File: src/rtl/apb_rf_pkg.sv
// Shared types and helpers for the APB register bank: FSM states, index sizing, byte merge.
package apb_rf_pkg;

  typedef enum logic [1:0] {
    ST_IDLE = 2'd0,
    ST_WAIT = 2'd1,
    ST_RESP = 2'd2
  } state_e;

  // Upper bounds for the width-generic byte merge; callers slice the result.
  localparam int unsigned MAX_DATA_W   = 1024;
  localparam int unsigned MAX_STRB_W   = MAX_DATA_W / 8;
  localparam int unsigned NUM_REGS_DEF = 16;

  function automatic int unsigned idx_width(input int unsigned n);
    return (n > 1) ? $clog2(n) : 1;
  endfunction

  localparam int unsigned IDX_WIDTH = idx_width(NUM_REGS_DEF);

  function automatic logic [MAX_DATA_W-1:0] byte_merge(
    input logic [MAX_DATA_W-1:0] old_v,
    input logic [MAX_DATA_W-1:0] new_v,
    input logic [MAX_STRB_W-1:0] strb
  );
    logic [MAX_DATA_W-1:0] res;
    for (int b = 0; b < MAX_STRB_W; b++) begin
      res[b*8 +: 8] = strb[b] ? new_v[b*8 +: 8] : old_v[b*8 +: 8];
    end
    return res;
  endfunction

endpackage

File: src/rtl/apb_rf_wait_ctrl.sv
// Access sequencer: IDLE -> (WAIT x WAIT_STATES) -> RESP -> IDLE.
// commit marks the edge entering RESP; ready is the registered one-cycle completion pulse.
module apb_rf_wait_ctrl
  import apb_rf_pkg::*;
#(
  parameter int unsigned WAIT_STATES = 0
) (
  input  logic clk,
  input  logic rst_n,
  input  logic req,
  output logic capture,
  output logic commit,
  output logic ready
);

  localparam logic [3:0] CNT_INIT = (WAIT_STATES > 0) ? 4'(WAIT_STATES - 1) : 4'd0;

  state_e     state_q;
  logic [3:0] cnt_q;

  assign capture = (state_q == ST_IDLE) && req;
  assign commit  = ((state_q == ST_IDLE) && req && (WAIT_STATES == 0)) ||
                   ((state_q == ST_WAIT) && (cnt_q == 4'd0));

  always_ff @(posedge clk or negedge rst_n) begin
    if (!rst_n) begin
      state_q <= ST_IDLE;
      cnt_q   <= 4'd0;
      ready   <= 1'b0;
    end else begin
      ready <= 1'b0;
      case (state_q)
        ST_IDLE: begin
          if (req) begin
            if (WAIT_STATES == 0) begin
              state_q <= ST_RESP;
              ready   <= 1'b1;
            end else begin
              state_q <= ST_WAIT;
              cnt_q   <= CNT_INIT;
            end
          end
        end
        ST_WAIT: begin
          if (cnt_q == 4'd0) begin
            state_q <= ST_RESP;
            ready   <= 1'b1;
          end else begin
            cnt_q <= cnt_q - 4'd1;
          end
        end
        ST_RESP: state_q <= ST_IDLE;
        default: state_q <= ST_IDLE;
      endcase
    end
  end

endmodule

File: src/rtl/apb_reg_bank.sv
// Register bank behind the APB slave: strobe-merged writable words, hardware-sourced read-only words,
// programmable response latency and error reporting for illegal or read-only accesses.
module apb_reg_bank
  import apb_rf_pkg::*;
#(
  parameter int unsigned          ADDR_WIDTH  = 32,
  parameter int unsigned          DATA_WIDTH  = 32,
  parameter int unsigned          STRB_WIDTH  = DATA_WIDTH / 8,
  parameter int unsigned          NUM_REGS    = NUM_REGS_DEF,
  parameter logic [NUM_REGS-1:0]  RO_MASK     = '0,
  parameter int unsigned          WAIT_STATES = 0
) (
  input  logic                           PCLK,
  input  logic                           PRESETn,
  input  logic [ADDR_WIDTH-1:0]          RegADDR,
  input  logic [DATA_WIDTH-1:0]          RegWDATA,
  input  logic                           RegWRITE,
  input  logic                           RegENABLE,
  input  logic [STRB_WIDTH-1:0]          RegSTRB,
  input  logic [NUM_REGS*DATA_WIDTH-1:0] RegHWIN,
  output logic [DATA_WIDTH-1:0]          RegRDATA,
  output logic                           RegSLVERR,
  output logic                           RegREADY,
  output logic [NUM_REGS*DATA_WIDTH-1:0] RegOUT
);

  localparam int unsigned IDX_W  = idx_width(NUM_REGS);
  localparam int unsigned WIDX_W = ADDR_WIDTH - 2;

  logic capture, commit;

  apb_rf_wait_ctrl #(.WAIT_STATES(WAIT_STATES)) u_wait_ctrl (
    .clk     (PCLK),
    .rst_n   (PRESETn),
    .req     (RegENABLE),
    .capture (capture),
    .commit  (commit),
    .ready   (RegREADY)
  );

  logic [ADDR_WIDTH-1:0] addr_q,  addr_d;
  logic [DATA_WIDTH-1:0] wdata_q, wdata_d;
  logic                  write_q, write_d;
  logic [STRB_WIDTH-1:0] strb_q,  strb_d;
  logic [DATA_WIDTH-1:0] rdata_q, rdata_d;
  logic                  slverr_q, slverr_d;
  logic [DATA_WIDTH-1:0] regs_q [NUM_REGS];
  logic [DATA_WIDTH-1:0] regs_d [NUM_REGS];

  // With zero wait states the commit edge is the capture edge, so live inputs are used then.
  logic [ADDR_WIDTH-1:0] acc_addr;
  logic [DATA_WIDTH-1:0] acc_wdata;
  logic                  acc_write;
  logic [STRB_WIDTH-1:0] acc_strb;
  logic [WIDX_W-1:0]     word_idx;
  logic [IDX_W-1:0]      sel;
  logic                  legal, ro;
  logic [DATA_WIDTH-1:0] rd_val, merged;
  logic [MAX_DATA_W-1:0] merged_full;
  logic                  unused_merge_hi;

  assign acc_addr  = capture ? RegADDR  : addr_q;
  assign acc_wdata = capture ? RegWDATA : wdata_q;
  assign acc_write = capture ? RegWRITE : write_q;
  assign acc_strb  = capture ? RegSTRB  : strb_q;

  assign word_idx = acc_addr[ADDR_WIDTH-1:2];
  assign sel      = word_idx[IDX_W-1:0];
  assign legal    = (acc_addr[1:0] == 2'b00) && (word_idx < WIDX_W'(NUM_REGS));
  assign ro       = RO_MASK[sel];
  assign rd_val   = ro ? RegHWIN[32'(sel) * DATA_WIDTH +: DATA_WIDTH] : regs_q[sel];

  assign merged_full     = byte_merge(MAX_DATA_W'(regs_q[sel]), MAX_DATA_W'(acc_wdata),
                                      MAX_STRB_W'(acc_strb));
  assign merged          = merged_full[DATA_WIDTH-1:0];
  assign unused_merge_hi = ^merged_full[MAX_DATA_W-1:DATA_WIDTH];

  always_comb begin
    addr_d   = capture ? RegADDR  : addr_q;
    wdata_d  = capture ? RegWDATA : wdata_q;
    write_d  = capture ? RegWRITE : write_q;
    strb_d   = capture ? RegSTRB  : strb_q;
    regs_d   = regs_q;
    rdata_d  = rdata_q;
    slverr_d = slverr_q;
    if (commit) begin
      slverr_d = !legal || (acc_write && ro);
      if (acc_write) begin
        if (legal && !ro) regs_d[sel] = merged;
      end else begin
        rdata_d = legal ? rd_val : '0;
      end
    end
  end

  always_ff @(posedge PCLK or negedge PRESETn) begin
    if (!PRESETn) begin
      addr_q   <= '0;
      wdata_q  <= '0;
      write_q  <= 1'b0;
      strb_q   <= '0;
      rdata_q  <= '0;
      slverr_q <= 1'b0;
      for (int i = 0; i < NUM_REGS; i++) regs_q[i] <= '0;
    end else begin
      addr_q   <= addr_d;
      wdata_q  <= wdata_d;
      write_q  <= write_d;
      strb_q   <= strb_d;
      rdata_q  <= rdata_d;
      slverr_q <= slverr_d;
      regs_q   <= regs_d;
    end
  end

  assign RegRDATA  = rdata_q;
  assign RegSLVERR = slverr_q;

  for (genvar i = 0; i < NUM_REGS; i++) begin : g_out
    assign RegOUT[i*DATA_WIDTH +: DATA_WIDTH] = RO_MASK[i] ? '0 : regs_q[i];
  end

endmodule

File: config.mk
export PLATFORM = sky130hd
export DESIGN_NAME = apb_reg_bank
export DESIGN_NICKNAME = d
export VERILOG_FILES = /design/src/rtl/apb_rf_pkg.sv /design/src/rtl/apb_rf_wait_ctrl.sv /design/src/rtl/apb_reg_bank.sv
export SDC_FILE = /design/constraint.sdc
export NUM_CORES = 1
export LEC_CHECK = 0
export BUFFER_PORTS_ARGS = -buffer_cell sky130_fd_sc_hd__buf_2
export CAP_MARGIN = 5
export CORE_AREA = 10 10 432 434
export CTS_CLUSTER_DIAMETER = 150
export DETAILED_ROUTE_END_ITERATION = 10
export DIE_AREA = 0 0 442 444
export PLACE_DENSITY = 0.42
export SYNTH_ARGS = -nofsm -noshare
export SYNTH_HDL_FRONTEND = slang
export SYNTH_SLANG_ARGS = --single-unit
File: constraint.sdc
create_clock -name PCLK -period 3.2 [get_ports PCLK]
set_input_delay 0.48 -clock PCLK [delete_from_list [all_inputs] [get_ports PCLK]]
set_output_delay 0.48 -clock PCLK [all_outputs]
set_load 0.03 [all_outputs]
Word-level counts from Yosys, hierarchy flattened
Memories as Yosys holds them, arrays and structs flattened. Index checks and enable logic that the tools add are counted.

Add/sub/neg operators: 1. Order comparisons: 4. Eq/ne operators: 3. Shift-type cells: 1. Muxes and demuxes: 23. Bitwise logic cells: 3. Reductions and logical operators: 17.

Operators with widths (count): $bwmux 512 (1); $shiftx 512x10->32 (1); $mux 32 (7); $bmux 32 s4 (1); $demux 32 s4 (1); $mux 8 (4); $lt 30x5->1 const B (1); $logic_and 1x1->1 (6); $reduce_and 2->1 (3); $ge 5x5->1 const B (1); $lt 4x5->1 const B (1); $lt 5x1->1 const B (1); $not 4->5 (1); $logic_not 2->1 (2); $logic_not 4->1 (1); $mux 1 (4); $mux 2 (2); $mux 4 (1); $ne 2x2->1 const B (2); $pmux 2 s2 (1); $sub 4x1->4 const B (1); $reduce_and 3->1 (1); $eq 2x1->1 const B (1); $logic_not 1->1 (2); other kinds (3) (5).

Bits in registers: 621. Bits in read-only memories: 16. Bits of input ports: 584. Output and inout port bits: 546. Word-level logic and storage cells: 78. Memories kept: 1.

Memories: (name not given) (words 16, bits a word 1, rd ports 1, clocked after Yosys merged registers in 0, wr ports 0, RTL line apb_reg_bank.sv:70) `assign ro = RO_MASK[sel];`.

Depth between registers and ports, before layout
Gate-level depths: netlist of the first run.

Depth in word-level cells: 9. Mapped depth: 11.

Cells and area by module
A second synthesis of the first run with hierarchy kept.

Cells, all modules: 2807. Area, all modules: 29290.6 um2.

By module, submodules not included: apb_reg_bank (instances 1, cells an instance 2802, area each 29220.5 um2); apb_rf_wait_ctrl (instances 1, cells an instance 5, area each 70.1 um2).

Worst setup path before layout of the first run
No wires, ideal clock.

Path type: input port to flip-flop. Start point: in RegADDR[11]. End point: reg regs_q, in the netlist RegOUT[100]. Setup time: 0.129 ns. Data arrival time: 2.423 ns. Data required time: 3.071 ns. Path slack: 0.648 ns. Stages on the path: 9. Path buffers: 4. Cells stage by stage: or4_1 > or4_1 > buf_2 > buf_2 > a21oi_1 > buf_4 > buf_6 > mux2i_1 > o21ai_0.

Word-level cells in the longest chain between the ends: 5.

Ends and longest elaborated chain: from (decl) (RTL line apb_reg_bank.sv:15) `input logic [ADDR_WIDTH-1:0] RegADDR,`; $mux 32; $lt 30x5->1 (RTL line apb_reg_bank.sv:69) `assign legal = (acc_addr[1:0] == 2'b00) && (word_idx < WIDX_W'(NUM_REGS));`; $logic_and 1x1->1 (RTL line apb_reg_bank.sv:69); $logic_and 1x1->1 (RTL line apb_reg_bank.sv:89) `if (legal && !ro) regs_d[sel] = merged;`; $reduce_and 3->1 (no line); to (signal assigned) (RTL line apb_reg_bank.sv:112) `regs_q <= regs_d;`; to (decl) (RTL line apb_reg_bank.sv:47) `logic [DATA_WIDTH-1:0] regs_q [NUM_REGS];`.

No other way between the ends. A chain may end at the register's enable or synchronous reset.

Final worst setup path of the first run
Start point: in RegADDR[10]. End point: reg regs_q, in the netlist RegOUT[369].

The elaborated chain is that of the path after synthesis.

==> results.toml, run 1 <==
[outcome]
status = "complete, no violations"

[synth]
ys_top_cells_by_count = "mux2i_1 (773), dfrtp_1 (615), o21ai_0 (413), nand2_1 (308), o21ai_1 (132)"
yosysTopAreaCell = "dfrtp_1"
synth_edf_count = 0
yosys-top-cells-area = "dfrtp_1 (50%), mux2i_1 (25%), o21ai_0 (6.8%)"
syn_area_per_cell_um2 = 11.3
ys.flop_type = "dfrtp_1"
syn-num-nets = 3291
yosys_warnings = 0
synth_top_cell_area_share_pct = 50.4
netlist_area_um2 = 30500
synthArstFlopShare_pct = 100
synth.most_common_cell = "mux2i_1"
synth-seq-cells = 615
synth.distinct_cells = 31
netlist_instances = 2707
synth_seq_area_share_pct = 50.4

[setup_path]
r2r_start = "u_wait_ctrl.state_q[1]"
crit_end = "RegOUT[369]"
worstPathArrival_ps = 3690
critical_path.startpoint = "RegADDR[10]"
path_max_fanout = 18
reg2regPathDepth = 10
cp-end-kind = "register"
r2r-end = "RegOUT[219]"
critPathKind = "in2reg"
critical_path.startpoint_type = "input pin"
reg2reg_slack_ps = 150
required_ps = 3810

[floorplan]
dieHeight_um = 444
core_um2 = 178000
row_count = 155
num_io_pins = 1130
dieArea_um2 = 196000
initial_utilization_pct = 17.2
die_w_um = 442

[route]
vias = 26200
wl_um = 174000
ant_nets = 0
drc = 0
vias_per_cell = 4.28
drt_first_pass_iters = 5
drt-initial-drc-count = 1711
post_drt_wl_per_cell_um = 28.3

[placed_design]
hpwl_um = 136000
dpl_cell_area_um2 = 39400
numPortBuffers = 617
place_congestion = 0.826
dp_cells = 5840

[timing]
hold_violations = 0
fmax_ghz = 0.325
clock_skew_ps = 52.9
setup_violations = 0
relSlewSlack_pct = 51.9
tightest_slew_ps = 722
slew_violations = 0
fin_setup_tns_ps = 0
period_minus_slack_ps = 3080
grt_setup_unrepaired = "false"
timing.final.crit_share_pct = 96.1
holdWs_ps = 104

[power_and_ir_drop]
switchingPower_mw = 5.59
p_clk_share_pct = 49.3
ir_drop_mv = 0.373
intPower_mw = 14.4
swShare_pct = 27.9
power_density_nw_per_um2 = 459
pwr-share-seq_pct = 39.8
cellLeakagePower_nw = 19.5
combPwrFrac_pct = 10.9

[cts]
cts_sinks = 615
cts_buffer_depth = 3
htreeDepth = 3
cts.clk_slew.worst_paths_ps = 60
clk-insertion-delay-late_ps = 740
cts_buffers = 84
cts_tree = "yes"
cts_root_buffer = "clkbuf_16"

[global_routing]
grt_pass1_wl_um = 239000
grt_overflow = 0
antenna_found_initial = 30
grt_usage_pct = 17.1
grt_max_degree = 90
grt_pass1_vias = 27400

[cells_and_area]
nets = 4278
stdcell_area_um2 = 43500
fin_cells = 6123
drive_gt1_share_pct = 33.7
area_growth_pct = 42.6

[run]
drv_cap = 0

[worst_hold_path]
hold_path.class = "in2reg"
==> sequential cells by signal, indices dropped and copies added, names as in the netlist <==
signal and count:
RegOUT 512, RegRDATA 32, RegSLVERR 1, addr_q 32, strb_q 4, u_wait_ctrl.ready 1
u_wait_ctrl.state_q 1, wdata_q 32
==> timing repair <==
item                                   in CTS  in global routing
buffers inserted                           61                  0
hold buffers                               61                  0
setup endpoints to repair                 432                 31
endpoints found under the hold margin      95                  0
resized for setup                           0                  4
pin swaps                                  26                  2
==> cells by family after synthesis <==
group / after synthesis / synth area share [%]
and+or+nand+nor: 369 / 6.69
DFF: 615 / 50.4
AOI/OAI and AO/OA: 725 / 12.5
muxes: 775 / 25.5
buffers and inverters: 223 / 4.98
==> stage by stage <==
| step | util, % | power [mW] | setup slack, ps |
|---|---|---|---|
| 6_report | 24.5 | 20.0 | 123 |
| 5_1_grt | 24.5 | 20.7 | 1.85 |
| 4_1_cts | 24.5 | 20.4 | 4.93 |
| 3_5_place_dp | 22.2 | 10.2 | -615 |
| 3_3_place_gp | 22.2 | 10.2 | -591 |
| 2_1_floorplan | - | 9.09 | 648 |
==> power groups by stage <==
stage | Clock (mW) | Sequential, mW | Combinational, mW
global placement | 0 | 8.09 | 2.15
floorplan | 0 | 8.09 | 0.993
CTS | 10.2 | 7.96 | 2.23
detailed placement | 0 | 8.09 | 2.15
finish | 9.86 | 7.96 | 2.19
global route | 10.4 | 7.97 | 2.35
==> worst max-delay path, cell delays in order <==
cell           delay, ps
dlygate4sd3_1        540
buf_2                130
or4_1                600
or4_2                640
buf_12               210
a21oi_4              280
buf_12               230
nand2_1              280
o21ai_0              260
==> placed cells by master, fill, tap and decap left out, types with 84 or more instances in the layout <==
| master | Yosys | layout |
|---|---|---|
| mux2i_1 | 773 | 769 |
| buf_2 | 27 | 616 |
| dfrtp_1 | 615 | 615 |
| o21ai_0 | 413 | 413 |
| buf_4 | 51 | 327 |
| nand2_1 | 308 | 299 |
| o21ai_1 | 132 | 132 |
| o22ai_1 | 128 | 125 |
| buf_12 | 0 | 110 |
| clkbuf_16 | 0 | 84 |
==> routing by layer <==
metal / vias to the layer above / share of wire [%] / track usage, %
met2: 808 / 43 / 25.5
met4: 14 / 3.0 / 4.93
met1: 13400 / 47 / 23.5
li1: 11800 / - / -
met3: 181 / 7.2 / 5.35
met5: - / 0.047 / 0
==> cell type report <==
class / instances / area [µm²]
Tap cell: 2355 / 2950
Fill cell: 19100 / 134000
Inverter: 9 / 43.8
Clock inverter: 36 / 479
Antenna cell: 7 / 17.5
Sequential cell: 615 / 15400
Multi-Input combinational cell: 1869 / 13900
Clock buffer: 117 / 2420
Timing Repair Buffer: 1115 / 8370
==> worst min path at each step <==
| stage | startpoint | to | cells after the start |
|---|---|---|---|
| 2_1_floorplan | PRESETn | RegOUT[0] | 0 |
| 3_3_place_gp | wdata_q[0] | wdata_q[0] | 2 |
| 3_5_place_dp | wdata_q[6] | wdata_q[6] | 2 |
| 4_1_cts | RegADDR[26] | addr_q[26] | 3 |
| 5_1_grt | RegADDR[26] | addr_q[26] | 3 |
| 6_report | RegADDR[26] | addr_q[26] | 3 |
Power figures use the tool's default switching activity.
==> run 2: changes to the inputs <==
BUFFER_PORTS_ARGS = unset   (was -buffer_cell sky130_fd_sc_hd__buf_2)
CORE_AREA = 10 10 437 439   (was 10 10 432 434)
DIE_AREA = 0 0 447 449   (was 0 0 442 444)
DONT_BUFFER_PORTS = 1   (was unset)
PLACE_DENSITY = 0.36   (was 0.42)
==> results.toml, run 2 (same netlist as run 1, synthesis figures left out) <==
[placed_design]
dpl_cell_area_um2 = 36500
hpwl_um = 136000
place_congestion = 0.816
numPortBuffers = 0

[global_routing]
grt_overflow = 0
grt_pass1_wl_um = 236000
grt_usage_pct = 16.9
grt_max_degree = 616
grt_pass1_vias = 24500
antenna_found_initial = 19

[power_and_ir_drop]
intPower_mw = 14.5
cellLeakagePower_nw = 16.3
combPwrFrac_pct = 10.7
ir_drop_mv = 0.352
power_density_nw_per_um2 = 494
switchingPower_mw = 5.57
swShare_pct = 27.8
pwr-share-seq_pct = 39.8
p_clk_share_pct = 49.5

[cts]
htreeDepth = 3
cts_buffers = 85
clk-insertion-delay-late_ps = 730
cts_tree = "yes"
cts_buffer_depth = 3
cts_sinks = 615
cts.clk_slew.worst_paths_ps = 60
cts_root_buffer = "clkbuf_16"

[route]
ant_nets = 0
post_drt_wl_per_cell_um = 31.5
drc = 0
wl_um = 175000
drt_first_pass_iters = 5
vias = 23900
vias_per_cell = 4.30
drt-initial-drc-count = 1413

[floorplan]
core_um2 = 182000
die_w_um = 447
dieHeight_um = 449
initial_utilization_pct = 16.8
row_count = 157
num_io_pins = 1130
dieArea_um2 = 201000

[cells_and_area]
nets = 3689
area_growth_pct = 32.9
stdcell_area_um2 = 40600
largest_reg_flops = 512
seqCellArea_um2 = 15400
drive_gt1_share_pct = 21.4
n_fill_cell = 19700
final_cell_mix = "mux2i_1 (768), dfrtp_1 (615), o21ai_0 (413)"
final_common_cell = "mux2i_1"
multi_input_area_um2 = 13900

[timing]
relSlewSlack_pct = 20.9
period_minus_slack_ps = 3040
slew_violations = 0
holdWs_ps = -232
fin_setup_tns_ps = 0
fmax_ghz = 0.329
tightest_slew_ps = 1190
grt_setup_unrepaired = "false"
hold_violations = 121
timing.final.crit_share_pct = 95.0
clock_skew_ps = 42.5
setup_violations = 0

[setup_path]
path_cells = "nand2b_4, buf_4, buf_4, or4_2, buf_12, a21oi_4, buf_12, buf_4, mux2i_1, o21ai_0"
cpMostUsedCell = "buf_4"
worst_path_max_delay_cell = "or4_2"
cp-end-kind = "register"
critPathKind = "reg2reg"
critical_path.startpoint_type = "register"
required_ps = 3770
worstPathArrival_ps = 3610
critPathMaxStageDelay_ps = 750
path_max_fanout = 16

[outcome]
status = "finished, violations left"
violations = "negative hold slack"

[run]
drv_cap = 0

[worst_hold_path]
hold_path.class = "in2async"
-- run 2: stage by stage --
step                      setup WS, ps  utilization [%]  instances  hold slack (ps)  power (mW)
after floorplan                    648                -       2707              184        9.09
final                              159             22.3       5566             -232        20.0
after global routing              15.1             22.3       5559             -246        20.8
after CTS                         2.42             22.1       5548             -571        20.2
after detailed placement          -453             20.0       5296              252        10.0
after global placement            -459             20.0       5295              253        10.0
-- run 2: critical path, delay by kind of cell, from the launching register on --
family | cells | cell delay, ps
DFF | 1 | 380
AOI/OAI and AO/OA | 2 | 460
and+or+nand+nor | 2 | 920
muxes | 1 | 170
buffers and inverters | 5 | 920
-- run 2: power by group through the flow --
stage	registers, mW	clock network (mW)	logic [mW]
floorplan	8.09	0	0.993
global placement	8.11	0	1.88
detailed placement	8.12	0	1.88
CTS	7.98	10.2	1.98
global route	7.99	10.5	2.28
finish	7.98	9.91	2.13
-- run 2: cell type report --
cell class | instances | area share [%]
repair buffers | 525 | 13.2
well taps | 2385 | 7.35
flip-flops and latches | 615 | 37.9
inverters | 9 | 0.108
clock buffers | 127 | 6.25
diodes | 9 | 0.0555
multi-input cells | 1869 | 34.3
clock inverters | 27 | 0.805
-- run 2: path summary, 6_finish.rpt --
kind / slack [ps] / end / depth (start not counted) / start
setup / recovery: 160 / RegOUT[206] / 10 / u_wait_ctrl.state_q[1]
min in group PCLK: 100 / strb_q[0] / 3 / RegSTRB[0]
setup reg to reg: 160 / RegOUT[206] / 10 / u_wait_ctrl.state_q[1]
max in group asynchronous: 420 / RegOUT[49] / 4 / PRESETn
hold / removal: -230 / RegOUT[484] / 1 / PRESETn
hold reg to reg: 460 / wdata_q[26] / 2 / wdata_q[26]
-- run 2: repair_timing --
action                                  CTS  global route
endpoints found under the hold margin   678           177
buffers inserted                         35             4
pin swaps                                18             4
hold buffers                             63             2
endpoints found under the setup margin  235           163
gates resized for setup                   2            13
-- run 2: routing by layer --
metal / track usage, % / vias to the layer above / part of all wire (%)
met5: 0 / - / 0.011
met4: 3.34 / 4 / 1.7
met3: 8.92 / 140 / 12
li1: - / 10700 / -
met2: 25.6 / 781 / 44
met1: 21.3 / 12300 / 42
==> run 3: changes to the inputs <==
==> constraint.sdc (replaced) <==
create_clock -name PCLK -period 3.2 [get_ports PCLK]
set_input_delay 0.16 -clock PCLK [delete_from_list [all_inputs] [get_ports PCLK]]
set_output_delay 0.16 -clock PCLK [all_outputs]
set_load 0.03 [all_outputs]
==> results.toml, run 3 (same netlist as run 1, synthesis figures left out) <==
[power_and_ir_drop]
fin_total_pwr_mw = 19.9
ir_drop_mv = 0.363
power_density_nw_per_um2 = 488
cellLeakagePower_nw = 16.3

[timing]
timing.final.crit_share_pct = 95.8
grt_setup_unrepaired = "true"
period_minus_slack_ps = 3070
fmax_ghz = 0.326
tightest_slew_ps = 1290
fin_ws_ps = 134
slew_violations = 0
setup_violations = 0
hold_violations = 0
clock_skew_ps = 49.7
relSlewSlack_pct = 13.9

[floorplan]
row_count = 157
initial_utilization_pct = 16.8
dieHeight_um = 449
num_io_pins = 1130
dieArea_um2 = 201000
core_um2 = 182000
die_w_um = 447

[cts]
htreeDepth = 3
cts_buffer_depth = 3
cts_buffers = 85
cts.clk_slew.worst_paths_ps = 60
cts_tree = "yes"
cts_root_buffer = "clkbuf_16"
cts_sinks = 615
clk-insertion-delay-late_ps = 740

[setup_path]
worst_path_max_delay_cell = "or4_1"
crit_family = "simple AND/OR/NAND/NOR gates"
path_cells = "nor4_2, buf_4, nand2_1, or4_1, buf_12, a21oi_4, buf_12, buf_4, mux2i_1, o21ai_0"
reg2reg_slack_ps = 130
path_max_fanout = 16
critPathMaxStageDelay_ps = 530
worst-path-buf-inv = 4
cp-end-kind = "register"
worstPathArrival_ps = 3660
cp_num_cells = 10
critical_path.startpoint_type = "register"
required_ps = 3790
reg2regPathDepth = 10
crit_end = "RegOUT[35]"
critPathKind = "reg2reg"
r2r-end = "RegOUT[35]"
r2r_start = "addr_q[30]"
critical_path.startpoint = "addr_q[30]"

[cells_and_area]
drive_gt1_share_pct = 20.9
largest_reg_flops = 512
final_cell_mix = "mux2i_1 (769), dfrtp_1 (615), o21ai_0 (412)"
fin_cells = 5587
area_growth_pct = 33.4
seqCellArea_um2 = 15400
nets = 3706
multi_input_area_um2 = 13900
final_common_cell = "mux2i_1"
n_fill_cell = 19700
stdcell_area_um2 = 40700

[route]
wl_um = 175000
ant_nets = 0
drt-initial-drc-count = 1541
vias = 23900
drt_first_pass_iters = 5
vias_per_cell = 4.28
post_drt_wl_per_cell_um = 31.3
drc = 0

[placed_design]
numPortBuffers = 0
hpwl_um = 134000
dp_cells = 5288
place_congestion = 0.808
dpl_cell_area_um2 = 36500
pre_cts_slack_ps = -267

[global_routing]
antenna_found_initial = 28
grt_overflow = 0
grt_pass1_wl_um = 235000
grt_max_degree = 616
grt_usage_pct = 16.9
grt_pass1_vias = 24500

[worst_hold_path]
hold_path.class = "in2async"

[run]
drv_cap = 0

[outcome]
status = "complete, no violations"
## run 3: changes by cell type in the layout (fill, tap and decap cells not counted), sizes merged
cell | previous run | this run
bufinv | 4 | 2
diode | 9 | 19
inv | 11 | 12
buf | 462 | 454
clkinv | 21 | 18
clkbuf | 127 | 120
clkinvlp | 0 | 5
dlygate4sd3 | 63 | 88
## run 3: repair_timing
| item | 4_1_cts | 5_1_grt |
|---|---|---|
| resized for setup | 2 | 9 |
| gates cloned | 0 | 0 |
| hold buffers | 87 | 2 |
| hold endpoints to repair | 1078 | 453 |
| setup endpoints to repair | 315 | 74 |
| setup buffers | 30 | 10 |
| pin swaps | 13 | 7 |
## run 3: final cells by class
cell class	instances	share of cell area, %
clock inverters	28	0.771
diodes	19	0.117
well taps	2385	7.33
multi-input cells	1869	34.1
clock buffers	120	6.06
inverters	9	0.120
flip-flops and latches	615	37.8
repair buffers	542	13.7
## run 3: stage by stage
stage	hold WS [ps]	util (%)	setup TNS, ps
after detailed placement	-67.4	20.0	-31550
after global routing	70.8	22.3	0
final	79.2	22.3	0
after global placement	-66.9	20.0	-26640
after CTS	-898	22.2	0
after floorplan	-136	-	0
## run 3: layer usage
metal  GRT usage (%)  wire (µm)  up-vias
met4            5.16       5400        8
li1                -          -    10700
met5               0         48        -
met2            24.6      73400      820
met1            20.7      72500    12100
met3            9.92      23600      197
## run 3: report_power, final
part | internal, mW | switching, mW
clock | 5.57 | 4.17
combinational | 0.741 | 1.39
sequential | 7.90 | 0.0816
## run 3: worst min path at each step
| stage | from | to | slack, ps | depth (start not counted) |
|---|---|---|---|---|
| after floorplan | PRESETn | RegOUT[0] | -140 | 0 |
| after global placement | PRESETn | addr_q[0] | -70 | 0 |
| after detailed placement | PRESETn | addr_q[1] | -70 | 0 |
| after CTS | PRESETn | addr_q[31] | -900 | 0 |
| after global routing | RegADDR[14] | addr_q[14] | 70 | 3 |
| final | PRESETn | addr_q[31] | 80 | 2 |
